===== src/rtl/led_pattern_gen.sv =====
// led_pattern_gen: prescaled LED pattern generator with four run-time patterns.
// Define LED_PWM_EN to build the optional PWM brightness gate on the LED outputs.
module led_pattern_gen #(
  parameter int LED_W = 4,
  parameter int DIV   = 12000000,
  parameter int CNT_W = 24
) (
  input  logic             clk,
  input  logic             rst_n,
  input  logic             en,
  input  logic [1:0]       mode,
  input  logic [7:0]       brightness,
  output logic [LED_W-1:0] led,
  output logic             tick
);

  typedef enum logic [1:0] {
    MODE_BINARY = 2'd0,
    MODE_BOUNCE = 2'd1,
    MODE_BLINK  = 2'd2,
    MODE_ROTATE = 2'd3
  } mode_e;

  typedef enum logic {
    DIR_LEFT  = 1'b0,
    DIR_RIGHT = 1'b1
  } dir_e;

  localparam logic [CNT_W-1:0] CNT_LAST = CNT_W'(DIV - 1);
  localparam logic [CNT_W-1:0] CNT_ONE  = CNT_W'(1);
  localparam logic [LED_W-1:0] PAT_ONE  = LED_W'(1);

  logic [CNT_W-1:0] cnt;
  logic [LED_W-1:0] pat;
  dir_e             dir;
  mode_e            mode_q;
  logic             step;

  mode_e            mode_in;
  logic             mode_chg;
  logic             step_now;
  logic [LED_W-1:0] pat_next;
  dir_e             dir_next;
  logic [LED_W-1:0] pat_init;

  assign mode_in  = mode_e'(mode);
  assign mode_chg = (mode_in != mode_q);
  assign step_now = en && (cnt == CNT_LAST);
  assign pat_init = ((mode_in == MODE_BOUNCE) || (mode_in == MODE_ROTATE)) ? PAT_ONE : '0;

  // NOTE: every always_comb output gets a default first so no path leaves it unassigned (no latch).
  always_comb begin
    pat_next = pat;
    dir_next = dir;
    unique case (mode_q)
      MODE_BINARY: pat_next = pat + PAT_ONE;
      MODE_BOUNCE: begin
        // An empty pattern can only arise from reset/mode timing; reseed it.
        if (pat == '0) begin
          pat_next = PAT_ONE;
        end else if (dir == DIR_LEFT) begin
          if (pat[LED_W-1]) begin
            pat_next = pat >> 1;
            dir_next = DIR_RIGHT;
          end else begin
            pat_next = pat << 1;
          end
        end else begin
          if (pat[0]) begin
            pat_next = pat << 1;
            dir_next = DIR_LEFT;
          end else begin
            pat_next = pat >> 1;
          end
        end
      end
      MODE_BLINK:  pat_next = ~pat;
      MODE_ROTATE: begin
        if (pat == '0) pat_next = PAT_ONE;
        else           pat_next = {pat[LED_W-2:0], pat[LED_W-1]};
      end
    endcase
  end

  // NOTE: sequential state uses non-blocking assignments so every register samples pre-edge values.
  always_ff @(posedge clk or negedge rst_n) begin
    if (!rst_n) begin
      cnt    <= '0;
      pat    <= '0;
      dir    <= DIR_LEFT;
      mode_q <= MODE_BINARY;
      step   <= 1'b0;
    end else if (mode_chg) begin
      // A mode change wins over a coincident step and restarts the full period.
      mode_q <= mode_in;
      cnt    <= '0;
      dir    <= DIR_LEFT;
      pat    <= pat_init;
      step   <= 1'b0;
    end else if (step_now) begin
      cnt    <= '0;
      pat    <= pat_next;
      dir    <= dir_next;
      step   <= 1'b1;
    end else begin
      if (en) cnt <= cnt + CNT_ONE;
      step <= 1'b0;
    end
  end

`ifdef LED_PWM_EN
  logic [7:0] pwm;

  always_ff @(posedge clk or negedge rst_n) begin
    if (!rst_n) begin
      pwm  <= '0;
      led  <= '0;
      tick <= 1'b0;
    end else begin
      pwm  <= pwm + 8'd1;
      led  <= pat & {LED_W{pwm < brightness}};
      tick <= step;
    end
  end
`else
  logic unused_brightness;
  assign unused_brightness = ^brightness;

  // Output stage: led trails pat by one cycle, and tick is delayed to stay aligned with it.
  always_ff @(posedge clk or negedge rst_n) begin
    if (!rst_n) begin
      led  <= '0;
      tick <= 1'b0;
    end else begin
      led  <= pat;
      tick <= step;
    end
  end
`endif

endmodule

===== config.mk =====
export PLATFORM = sky130hd
export DESIGN_NAME = led_pattern_gen
export DESIGN_NICKNAME = d
export VERILOG_FILES = /design/src/rtl/led_pattern_gen.sv
export SDC_FILE = /design/constraint.sdc
export NUM_CORES = 1
export LEC_CHECK = 0
export CAP_MARGIN = 10
export CORE_MARGIN = 4
export CORE_UTILIZATION = 49
export DETAILED_ROUTE_END_ITERATION = 10
export DONT_BUFFER_PORTS = 1
export HOLD_SLACK_MARGIN = 0.1
export PLACE_DENSITY = 0.66
export SETUP_SLACK_MARGIN = 0.5
export SLEW_MARGIN = 20
export SYNTH_ARGS = -nofsm -noshare
export SYNTH_HDL_FRONTEND = slang
export SYNTH_SLANG_ARGS = --single-unit

===== constraint.sdc =====
create_clock -name clk -period 1.65 [get_ports clk]
set_clock_uncertainty 0.05 [all_clocks]
set_input_delay 0.495 -clock clk [delete_from_list [all_inputs] [get_ports clk]]
set_output_delay 0.495 -clock clk [all_outputs]
set_load 0.005 [all_outputs]

==> results.md, run 1 <==
* Largest net degree at the start of global routing at 38
* Non-Filler Instances at 300
* Worst Path Required at 1.82 ns
* Most used flip-flop cell after synthesis: dfrtp_1
* H-tree Lvls at 2
* DR WL met3 at about 190 um
* Die width at approximately 71 um
* Drt wl/cell at about 17 um
* Vias in the first global route at approximately 1.7k
* Clock-pin slew on the worst setup and hold paths at 0.08 ns
* Post-DP HPWL at ~3300 um
* TritonCTS clock tree: done
* Max Buffers Root-to-Sink at 2
* Area occupied by multi-input gates at approximately 1100 um2
* F_max at 554 MHz
* CP arrival at 1.98 ns
* Max-slew headroom at 0.715
* Ys async rst share at 1.00
* Initial Utilization at 0.519
* Clk_lat worst skew at 0.30 ns
* Detailed-router iteration count before antenna repair at 4
* Gr usage total at 0.207
* Setup TNS at -2.63 ns
* First-pass GRT wire length at between 8000 and 9000 um
* Final WS setup at -0.156 ns
* IO Port Bufs at 0
* Synthesized Nets at 218
* Switching share of total power at 0.223
* Yosys reg bits at 37
* Pre-CTS setup slack at -0.229 ns
* Sequential cell area fraction in the yosys report at 0.473
* Core Area at 3770 um2
* Vias per cell at between 5 and 6
* Met1 Wirelength at about 2100 um
* Clk pwr share at 0.424
* Post-Syn Instances at 201
* CP Capture Type: flip-flop
* IO Pins at 18
* HP Class: in2async
* GRT overflow at 0
* DRT antenna net count at 0
* Met2 Wirelength at approximately 2700 um
* Status: finished, violations left
* Fillcell total at roughly 250
* Synth cell types at 48
* GP Congestion at between 0.7 and 0.8
* Synthesized area at 1960 um2
* Power Dens Cells at between 700 and 800 nW/um2
* Share of layout cells above drive strength 1 at 0.365
* Final setup fails at 26
* Number of max-cap violations at 0
* Kind of critical path: reg2reg
* Routed WL at slightly above 5000 um
* Commonest non-fill, non-tap cell in the layout: buf_4
* P_leak at about 1.2 nW
* Antenna violations before repair at 0
* Peak VDD IR at between 400 and 500 uV
* Initial DRC count at approximately 110
* Slew @ Worst Pin at 0.424 ns
* Number of synthesized flops with an enable pin at 0
* Most frequent cells in the layout: 46 x buf_4, 37 x dfrtp_1, 28 x nor2_1
* Comb power frac at 0.096
* RSZ-0062 raised after global routing: yes
* Die Footprint at a little over 5000 um2
* Synth warn at 0
* Min Hold Slack at -0.165 ns
* Vias after detailed routing at 1707
* Switching power at 0.000430 W
* Max Slew Vio Count at 0
* DRC violations left at 0
* Failing checks: hold timing, setup timing
* Row cnt at 22
* Final hold viol count at 37
* Synth Area per Inst at a little under 10 um2
* Internal power at 0.00150 W
* CP Launch Type: flip-flop
* Root Driver: clkbuf_8
* Chip Height at 71.2 um
* Diode count at 0
* Placed insts at 280
* Reg area at 926 um2
* Period utilization at 1.09
* Min cycle time layout at approximately 1.8 ns
* CP Max Fanout at 3
* Sink Count at 37
* DR top layer: met4
* Area grow syn2layout at 39.1%
* Total CTS buffers at 5
* Reg power frac at 0.480
* Nets at around 270
layout make-up:
type	instances	share of cell area
Sequential cell	37	0.340
Inverter	7	0.0106
Tap cell	48	0.0221
Clock inverter	1	0.0110
Timing Repair Buffer	54	0.179
Clock buffer	7	0.0317
Multi-Input combinational cell	146	0.405
cells in the mapped netlist (2+ instances only):
master / number / area [um2]
xnor2_1: 10 / 87.6
or3_1: 2 / 12.5
a31oi_1: 2 / 12.5
nor4_1: 3 / 18.8
xor2_1: 14 / 123
inv_1: 7 / 26.3
a21oi_1: 8 / 40.0
nand4_1: 6 / 37.5
nor2_1: 28 / 105
nor3_2: 3 / 30.0
dfrtp_1: 37 / 926
o21ai_0: 6 / 30.0
nor3_1: 4 / 20.0
nor2_2: 2 / 12.5
ha_1: 4 / 50.1
buf_2: 2 / 10.0
nand3_1: 13 / 65.1
and3_1: 2 / 12.5
nand2_1: 13 / 48.8
nand3b_1: 2 / 15.0
clkbuf_1: 6 / 22.5
registers in the layout, indices dropped and copies added, names as in the netlist:
name,flops
cnt,24
led,4
pat,4
mode_q,2
dir,1
step,1
tick,1
logic make-up after synthesis:
family,Yosys count,share of synthesized area
fa+ha+maj,4,0.0256
compound gates,26,0.0850
xor+xnor,24,0.107
flops,37,0.473
mux,1,0.00512
buf+inv,18,0.0435
simple gates,91,0.260
power groups by stage:
stage          registers (W)  logic (W)  clock network (W)
2_1_floorplan       0.000947  0.0000879                  0
3_3_place_gp        0.000944   0.000121                  0
3_5_place_dp        0.000945   0.000125                  0
4_1_cts             0.000927   0.000154           0.000829
5_1_grt             0.000928   0.000200           0.000885
6_report            0.000927   0.000186           0.000818
worst max-delay path: stages, from the launching register on:
cell and delay [ns]:
dfrtp_1 0.42, ha_4 0.19, inv_1 0.05, nor4_1 0.42, buf_4 0.20, o2111ai_1 0.15, xor2_1 0.18, nor2_1 0.09
stage by stage:
stage | cell area, um2 | utilization | hold slack [ns] | power (W)
detailed placement | 2330 | 0.619 | 0.150 | 0.00107
global route | 2720 | 0.722 | -0.180 | 0.00201
global placement | 2330 | 0.619 | 0.150 | 0.00106
CTS | 2590 | 0.686 | -0.165 | 0.00191
finish | 2720 | 0.722 | -0.165 | 0.00193
floorplan | 2030 | - | 0.149 | 0.00104
timing repair:
item | CTS | global route
endpoints found under the setup margin | 35 | 35
pin swaps | 11 | 7
gates resized for setup | 16 | 9
buffers inserted | 5 | 4
hold endpoints to repair | 37 | 37
gates cloned | 1 | 2
routing by layer:
metal  global-route usage  up-vias
met2                0.359       41
li1                     -      797
met3               0.0455        8
met1                0.255      861
met5                    0        -
met4               0.0626        0
worst paths after layout:
path                               from        end  slack [ns]  cells past startpoint
worst max-delay path             cnt[0]    cnt[18]       -0.16                      7
worst min-delay path              rst_n     led[3]       -0.17                      0
worst max register to register   cnt[0]    cnt[18]       -0.16                      7
worst min register to register     step       tick        0.33                      0
max in group asynchronous         rst_n    cnt[12]        1.61                      0
min in group clk                mode[1]  mode_q[1]        0.17                      0
Note: power is estimated with default switching activity, not from simulation.
==> inputs of run 2 (changes only) <==
--- a/config.mk
+++ b/config.mk
@@ -11,9 +11,8 @@
 export DETAILED_ROUTE_END_ITERATION = 10
 export DONT_BUFFER_PORTS = 1
 export HOLD_SLACK_MARGIN = 0.1
-export PLACE_DENSITY = 0.66
+export PLACE_DENSITY = 0.64
 export SETUP_SLACK_MARGIN = 0.5
-export SLEW_MARGIN = 20
 export SYNTH_ARGS = -nofsm -noshare
 export SYNTH_HDL_FRONTEND = slang
 export SYNTH_SLANG_ARGS = --single-unit
==> constraint.sdc (replaced) <==
create_clock -name clk -period 1.8 [get_ports clk]
set_clock_uncertainty 0.05 [all_clocks]
set_input_delay 0.54 -clock clk [delete_from_list [all_inputs] [get_ports clk]]
set_output_delay 0.54 -clock clk [all_outputs]
set_load 0.005 [all_outputs]
==> results.md, run 2 (synthesis results as in run 1) <==
* Status: finished, violations left
* Failing checks: hold timing, setup timing
* R2R Setup Slk at -0.03 ns (+0.13 ns)
* F_max at 548 MHz (-1.1%)
* CP Max Fanout at 6 (+3)
* Biggest register: cnt
* CP Capture Type: flip-flop
* Fillcell total at 272 (+10%)
* Reg2reg path depth at 5 (-2)
* Min cycle time layout at 1.83 ns (+0.0197 ns)
* Final hold viol count at 37 (unchanged)
* Vias after detailed routing at 1589 (-6.9%)
* Total CTS buffers at 5 (unchanged)
* Max Buffers Root-to-Sink at 2 (unchanged)
* Initial DRC count at 115 (+2.7%)
* Routed WL at 4590 um (-9.5%)
* Reg area at 928 um2 (+0.27%)
* Die width at 71.2 um (unchanged)
* HP Class: in2async
* TritonCTS clock tree: done
* Post-DP HPWL at 3070 um (-6.2%)
* Vias in the first global route at 1648 (-5.7%)
* Final WS setup at -0.0260 ns (+0.130 ns)
* Power Dens Cells at 718 nW/um2 (+1.2%)
* Die Footprint at 5070 um2 (unchanged)
* DRC violations left at 0 (unchanged)
* Gr usage total at 0.197 (-0.00966)
* GP Congestion at 0.815 (+4.3%)
* Core Area at 3770 um2 (unchanged)
* IO Pins at 18 (unchanged)
* RSZ-0062 raised after global routing: yes
* Drt wl/cell at 16.3 um (-3.8%)
* Chip Height at 71.2 um (unchanged)
* Area grow syn2layout at 30.1%
* Nets at 250 (-6.7%)
* Largest regs: cnt: 24 flops, led: 4 flops, pat: 4 flops
* Max Slew Vio Count at 0 (unchanged)
* Setup TNS at -0.0260 ns (+2.61 ns)
* Initial Utilization at 0.519 (unchanged)
* Clock-pin slew on the worst setup and hold paths at 0.08 ns (about the same)
* Reg power frac at 0.465 (-0.015)
* Commonest non-fill, non-tap cell in the layout: dfrtp_1
* Area occupied by multi-input gates at 1100 um2 (-0.11%)
* Switching share of total power at 0.210 (-0.0132)
* Min Hold Slack at -0.112 ns (+0.0535 ns)
* P_leak at 1.09 nW (-11%)
* Antenna violations before repair at 0 (unchanged)
* Crit-path cells: nor4bb_2 > and4b_2 > nand3_4 > or4_1 > a21oi_1
* CP arrival at 1.99 ns (about the same)
* Internal power at 0.00144 W (-3.7%)
* Worst Path Required at 1.97 ns (+0.15 ns)
* Comb power frac at 0.069 (-0.027)
* Sink Count at 37 (unchanged)
* Clk_lat worst skew at 0.29 ns (about the same)
* Peak VDD IR at 580 uV (+18%)
* RR Endpoint: dir
* Diode count at 0 (unchanged)
* Vias per cell at 5.63 (-0.97%)
* Row cnt at 22 (unchanged)
* Most frequent cells in the layout: 35 x dfrtp_1, 30 x buf_4, 28 x nor2_1
* Worst setup startpoint: cnt[8]
* Largest net degree at the start of global routing at 38 (unchanged)
* R2r startpoint: cnt[8]
* Share of layout cells above drive strength 1 at 0.325 (-0.0403)
* Switching power at 0.000383 W (-11%)
* Number of max-cap violations at 0 (unchanged)
* Slew @ Worst Pin at 0.352 ns (-0.0720 ns)
* First-pass GRT wire length at 7860 um (-4.8%)
* Root Driver: clkbuf_8
* Kind of critical path: reg2reg
* Max-slew headroom at 0.763 (+0.0484)
* Period utilization at 1.01 (-0.0803)
* Core Util, Final at 0.675 (-0.0468)
* Crit path largest cell delay at 0.42 ns (about the same)
* Final setup fails at 1 (-96%)
* Flip-flop count of the largest register after layout at 24 (unchanged)
* Detailed-router iteration count before antenna repair at 4 (unchanged)
* IO Port Bufs at 0 (unchanged)
* DRT antenna net count at 0 (unchanged)
* Clk pwr share at 0.466 (+0.042)
* Crit-path slowest cell: or4_1
* GRT overflow at 0 (unchanged)
* H-tree Lvls at 2 (unchanged)
* CP Launch Type: flip-flop
==> run 2: metal layers <==
layer | track usage | part of all wire | vias up
li1 | - | - | 764
met1 | 0.238 | 0.43 | 781
met2 | 0.349 | 0.52 | 33
met3 | 0.0384 | 0.030 | 11
met4 | 0.0668 | 0.019 | 0
met5 | 0 | 0 | -
==> run 2: timing repair <==
action | in CTS | in global routing
setup endpoints to repair | 30 | 30
gates cloned | 0 | 0
hold endpoints to repair | 37 | 37
setup buffers | 11 | 0
pin swaps | 12 | 4
resized for setup | 21 | 5
==> run 2: worst max-delay path by stage <==
stage              end  cells past startpoint
6_report           dir                      5
5_1_grt            dir                      5
2_1_floorplan  cnt[20]                      6
3_3_place_gp       dir                      6
3_5_place_dp       dir                      6
4_1_cts            dir                      5
==> run 2: through the flow <==
| step | std cells | hold slack [ns] | setup WS, ns | instance area [um2] | power [W] |
|---|---|---|---|---|---|
| floorplan | 201 | 0.194 | 0.160 | 2020 | 0.000945 |
| global placement | 263 | 0.195 | 0.0484 | 2190 | 0.000971 |
| detailed placement | 263 | 0.195 | -0.0684 | 2190 | 0.000979 |
| CTS | 282 | -0.121 | 0.0136 | 2520 | 0.00184 |
| global route | 282 | -0.127 | -0.0814 | 2540 | 0.00190 |
| finish | 282 | -0.112 | -0.0260 | 2540 | 0.00183 |
==> run 2: layout make-up <==
class                           count  area share
Clock buffer                        5      0.0270
Multi-Input combinational cell    146       0.433
Tap cell                           48      0.0236
Inverter                            7      0.0113
Timing Repair Buffer               36       0.115
Clock inverter                      3      0.0256
Sequential cell                    37       0.365
==> run 2: power by group through the flow <==
stage	Sequential, W	Clock [W]	Combinational [W]
floorplan	0.000867	0	0.0000775
global placement	0.000864	0	0.000107
detailed placement	0.000866	0	0.000113
CTS	0.000850	0.000867	0.000127
global route	0.000851	0.000906	0.000139
finish	0.000850	0.000852	0.000126
==> run 2: worst max-delay path, delay by kind of cell (launching register included) <==
family / cells / cell delay [ns]
AO/OA/AOI/OAI: 1 / 0.13
AND/OR/NAND/NOR: 4 / 1.17
flip-flops: 1 / 0.41
